--- config.mk ---
export PLATFORM = sky130hd
export DESIGN_NAME = seven_segment_scanner
export DESIGN_NICKNAME = d
export VERILOG_FILES = /design/src/rtl/seven_segment_scanner.sv
export SDC_FILE = /design/constraint.sdc
export NUM_CORES = 1
export LEC_CHECK = 0
export BUFFER_PORTS_ARGS = -buffer_cell sky130_fd_sc_hd__buf_2
export CORE_ASPECT_RATIO = 0.8
export CORE_MARGIN = 8
export CORE_UTILIZATION = 39
export CTS_CLUSTER_DIAMETER = 150
export DETAILED_ROUTE_END_ITERATION = 8
export PLACE_DENSITY = 0.63
export REMOVE_ABC_BUFFERS = 1
export SETUP_SLACK_MARGIN = 0.1
export SYNTH_ARGS = -nofsm -noshare
export SYNTH_HDL_FRONTEND = slang
export SYNTH_SLANG_ARGS = --single-unit
--- constraint.sdc ---
create_clock -name clk -period 3 [get_ports clk]
set_input_delay 0.75 -clock clk [delete_from_list [all_inputs] [get_ports clk]]
set_output_delay 0.75 -clock clk [all_outputs]
set_load 0.05 [all_outputs]
--- src/rtl/seven_segment_scanner.sv ---
// seven_segment_scanner
//   Time-multiplexed driver for a DIGITS-wide seven-segment hex display.
//   A free-running prescaler divides each digit slot into SCAN_DIV cycles.
//   The first GUARD cycles of every slot keep all anodes dark to suppress
//   ghosting. New values are loaded into a back buffer and copied to the
//   front buffer only at a frame boundary, so a frame never tears.
//
// Ports
//   clk      : system clock, rising edge
//   rst_n    : asynchronous active-low reset
//   num      : DIGITS hex nibbles, nibble i drives digit i (digit 0 rightmost)
//   dp       : decimal point request per digit
//   load     : capture num/dp into the back buffer this cycle
//   blank_lz : blank leading zero digits (sampled live, not buffered)
//   seg      : segments {g,f,e,d,c,b,a}, registered
//   dp_out   : decimal point segment, registered
//   an       : digit enables, one-hot when active, registered
//   frame    : one-cycle pulse in the cycle after the front buffer updates
//
// Load/commit handshake: load has no ready; every cycle with load=1 is
// accepted into the back buffer and marks it pending. The pending contents
// are committed on the edge where the digit index wraps DIGITS-1 -> 0. A load
// on that same edge is committed directly and leaves nothing pending.
module seven_segment_scanner #(
  parameter int DIGITS     = 4,
  parameter int SCAN_DIV   = 100000,
  parameter int GUARD      = 16,
  parameter int ACTIVE_LOW = 1
) (
  input  logic                  clk,
  input  logic                  rst_n,
  input  logic [4*DIGITS-1:0]   num,
  input  logic [DIGITS-1:0]     dp,
  input  logic                  load,
  input  logic                  blank_lz,
  output logic [6:0]            seg,
  output logic                  dp_out,
  output logic [DIGITS-1:0]     an,
  output logic                  frame
);

  localparam int             CW        = (SCAN_DIV > 1) ? $clog2(SCAN_DIV) : 1;
  localparam int             IW        = (DIGITS > 1) ? $clog2(DIGITS) : 1;
  localparam logic           INV       = (ACTIVE_LOW != 0);
  localparam logic [CW-1:0]  CNT_LAST  = CW'(SCAN_DIV - 1);
  localparam logic [CW-1:0]  GUARD_END = CW'(GUARD);
  localparam logic [IW-1:0]  IDX_LAST  = IW'(DIGITS - 1);

  logic [CW-1:0]          cnt;
  logic [IW-1:0]          idx;
  logic [4*DIGITS-1:0]    back_num;
  logic [DIGITS-1:0]      back_dp;
  logic [4*DIGITS-1:0]    front_num;
  logic [DIGITS-1:0]      front_dp;
  logic                   pending;

  logic                   wrap;
  logic                   frame_end;
  logic                   commit;
  logic [DIGITS-1:0]      lead_zero;
  logic                   run;
  logic                   blank;
  logic [3:0]             cur_nib;
  logic                   cur_dp;
  logic [6:0]             seg_next;
  logic                   dp_next;
  logic [DIGITS-1:0]      an_next;

  // Active-high segment pattern {g,f,e,d,c,b,a} for a hex nibble.
  function automatic logic [6:0] hex_to_seg(input logic [3:0] v);
    logic [6:0] s;
    case (v)
      4'h0:    s = 7'h3F;
      4'h1:    s = 7'h06;
      4'h2:    s = 7'h5B;
      4'h3:    s = 7'h4F;
      4'h4:    s = 7'h66;
      4'h5:    s = 7'h6D;
      4'h6:    s = 7'h7D;
      4'h7:    s = 7'h07;
      4'h8:    s = 7'h7F;
      4'h9:    s = 7'h6F;
      4'hA:    s = 7'h77;
      4'hB:    s = 7'h7C;
      4'hC:    s = 7'h39;
      4'hD:    s = 7'h5E;
      4'hE:    s = 7'h79;
      default: s = 7'h71;
    endcase
    return s;
  endfunction

  assign wrap      = (cnt == CNT_LAST);
  assign frame_end = wrap && (idx == IDX_LAST);
  assign commit    = frame_end && (pending || load);

  always_comb begin
    cur_nib   = front_num[4*idx +: 4];
    cur_dp    = front_dp[idx];
    // lead_zero[i] is set when digit i and every digit to its left carry
    // a zero nibble and no decimal point.
    run       = 1'b1;
    lead_zero = '0;
    for (int i = DIGITS - 1; i >= 0; i--) begin
      run          = run & (front_num[4*i +: 4] == 4'd0) & ~front_dp[i];
      lead_zero[i] = run;
    end
    blank    = blank_lz && (idx != '0) && lead_zero[idx];
    seg_next = (blank ? 7'd0 : hex_to_seg(cur_nib)) ^ {7{INV}};
    dp_next  = (~blank & cur_dp) ^ INV;
    an_next  = ((cnt < GUARD_END) ? {DIGITS{1'b0}} : (DIGITS'(1) << idx))
               ^ {DIGITS{INV}};
  end

  always_ff @(posedge clk or negedge rst_n) begin
    if (!rst_n) begin
      cnt       <= '0;
      idx       <= '0;
      back_num  <= '0;
      back_dp   <= '0;
      front_num <= '0;
      front_dp  <= '0;
      pending   <= 1'b0;
      seg       <= {7{INV}};
      dp_out    <= INV;
      an        <= {DIGITS{INV}};
      frame     <= 1'b0;
    end else begin
      cnt <= wrap ? '0 : cnt + 1'b1;
      if (wrap) begin
        idx <= (idx == IDX_LAST) ? '0 : idx + 1'b1;
      end
      if (load) begin
        back_num <= num;
        back_dp  <= dp;
      end
      if (commit) begin
        // A load on the commit edge bypasses the back buffer.
        front_num <= load ? num : back_num;
        front_dp  <= load ? dp  : back_dp;
      end
      pending <= commit ? 1'b0 : (pending | load);
      frame   <= commit;
      seg     <= seg_next;
      dp_out  <= dp_next;
      an      <= an_next;
    end
  end

endmodule

==> run_results.csv <==
group,metric,value,unit
setup_path,max_stage_delay,0.67,ns
clock_network,cts_max_level,3,
die,io_pins,37,
synth,yosysMostFrequentCell,"dfrtp_1",
die,die_h,98.63,um
global_route,met3_usage,0.04571,
pwr,power_frac_comb,0.044,
place,gp_congestion,0.8017,
setup_path,start_kind,"flop",
global_route,grt.total_usage,0.1239,
pwr,p_total,1.896,mW
setup_path,cp_top_family,"flip-flops",
detailed_routing,route.final.wire_length,6.522,mm
timing,slew_headroom,0.5109,
clock_network,clkTransAtPathRegs,0.08,ns
clock_network,numCtsBuffers,9,
die,die_area,11760,um2
place,place_ws,0.6308,ns
die,rows,30,
synth,seq_area_frac_synth,0.5534,
cells_and_area,finalInstanceArea,3871,um2
pwr,power_density,489.9,nW/um2
clock_network,cts-root-buf,"clkbuf_8",
detailed_routing,drc_errors,0,
clock_network,worstSkewPairLatency,0.35,ns
setup_path,crit_buf_inv,1,
setup_path,cp_slowest_cell,"dfrtp_1",
global_route,antenna_found_initial,0,
detailed_routing,wire_per_inst,15.31,um
pwr,pwr-share-clk,0.420,
synth,yosysTopAreaCellShare,0.4586,
clock_network,clock-sinks,73,
global_route,grt.busiest_layer,"met2",
cells_and_area,area_growth,16.32,%
synth,synth_top_area_cell,"dfrtp_1",
global_route,grt_max_degree,42,
synth,synth_area_leaders,"dfrtp_1 (46%), mux2_2 (14%), dfstp_2 (9.5%)",
timing,fin_setup_tns,0,ns
timing,finalSetupViolations,0,
clock_network,tritoncts,"done",
global_route,grt_pass1_wl,11.65,mm
die,start_util,0.3976,
synth,synthTopCellsByCount,"dfrtp_1 (61), mux2_2 (42), nand2_1 (20)",
place,place_inst,410,
detailed_routing,dr.first_iter.drc_count,103,
pwr,swShare,0.2362,
cells_and_area,diodes,0,
synth,synth_seq_cells,73,
global_route,met1_usage,0.1712,
timing,fin_skew,0.01162,ns
setup_path,worstPathArrival,2.73,ns
detailed_routing,via_count,2144,
timing,finalCritPeriodShare,0.8178,
pwr,peakVddDrop,0.3017,mV
synth,synth_cells,266,
status,status,"completed",
synth,async_flop_share,1.000,
setup_path,critPathCaptureType,"flop",
global_route,grt_overflow,0,
timing,whs,0.4578,ns
place,dp_hpwl,4.726,mm
timing,rsz0062_at_grt,"false",
detailed_routing,ant_nets,0,
setup_path,cp.required,3.27,ns
cells_and_area,final_nets,343,
timing,post-route-min-period,2.453,ns
clock_network,holdBufCountCts,0,
pwr,pwr-share-seq,0.536,
timing,hold_viol_final,0,
setup_path,path_max_fanout,13,
timing,worst-slew-pin-transition,0.7337,ns
pwr,p_int,1.449,mW
place,port_buffers,36,
global_route,grt_pass1_vias,2303,
clock_network,cts_resized,0,
synth,syn_area_per_cell,12.51,um2
synth,synthFlopType,"dfrtp_1",
place,place_area,3664,um2
run,maxCapViolCount,0,
die,die_x,119.3,um
pwr,power_switching,0.4479,mW
cells_and_area,fin_util,0.4625,
pwr,p_leak,1.770,nW
synth,synth_area,3328,um2
timing,max_clock_freq,407.6,MHz
synth,yosys_warnings,0,
timing,finalMaxSlewViolations,0,
detailed_routing,drt-pass1-iter-count,4,
detailed_routing,vias_per_cell,5.033,
die,core_area,8371,um2
global_route,met2_usage,0.1729,
timing,fin_ws,0.5466,ns
setup_path,path_class,"reg -> reg",
cells_and_area,stdcell_count,426,
clock_network,post_cts_buffers,0,
synth,synth_edf_count,0,
hold_path,min_path_type,"in -> async",
clock_network,clockBufferDepth,2,
synth,ys_types,37,
cells_and_area,drive_gt1_frac,0.3885,
setup_path,cp_cell_sequence,"mux4_1 -> inv_1 -> ha_1 -> nor2b_1 -> o211ai_1 -> o2111a_1 -> a21oi_1 -> o21ai_0",
registers in the layout, indices dropped and copies added, names as in the netlist:
name,flops
an,4
back_dp,4
back_num,16
cnt,17
dp_out,1
frame,1
front_dp,4
front_num,16
idx,2
pending,1
seg,7
final cells by class:
cell class | count | area, um2
inverter | 11 | 41.29
fill | 767 | 4499
tap | 112 | 140.1
sequential | 73 | 1842
multi-input combinational | 172 | 1403
clock inverter | 7 | 83.83
timing repair buffer | 42 | 237.7
clock buffer | 9 | 123.9
placed cells by master, fill, tap and decap left out, types with 3 or more instances in the layout:
master    instances
nor2_1           18
o211ai_1          3
xnor2_1           8
inv_6             3
mux4_2            5
clkbuf_8          9
buf_4             5
nand4_1           4
xor2_1            6
mux2_2           42
a21oi_1           6
nor3_1            5
nand3_1          11
inv_1            11
or4_1             3
dfstp_2          12
nand2_1          20
buf_2            36
ha_1             10
dfrtp_1          61
o21ai_0          10
power groups by stage:
stage	Sequential, mW	Combinational [mW]	Clock (mW)
after global placement	1.03	0.0839	0
final	1.02	0.0834	0.796
after floorplan	1.03	0.0328	0
after global routing	1.02	0.0943	0.867
after CTS	1.02	0.0864	0.818
after detailed placement	1.04	0.0858	0
path summary, 6_finish.rpt:
path	from	to	slack, ns	cells after the start
max in group asynchronous	rst_n	dp_out	1.82	2
hold / removal	rst_n	cnt[14]	0.46	1
hold reg to reg	cnt[0]	cnt[0]	0.49	1
setup / recovery	idx[1]	seg[0]	0.55	8
setup reg to reg	idx[1]	seg[0]	0.55	8
min in group clk	cnt[0]	cnt[0]	0.49	1
layer usage:
layer / wire (um) / part of all wire
met5: 0 / 0
met4: 86 / 0.013
met3: 367 / 0.056
met2: 2691 / 0.41
met1: 3377 / 0.52
cell families (layout without fill, tap and decap cells):
logic type | after synthesis | after routing | share of synthesized area
compound gates | 24 | 24 | 0.04474
fa+ha+maj | 10 | 10 | 0.03759
xor+xnor | 14 | 14 | 0.03684
simple gates | 74 | 74 | 0.1098
flops | 73 | 73 | 0.5534
mux | 50 | 50 | 0.1899
buf+inv | 21 | 69 | 0.02782
(Power assumes the default switching activity.)
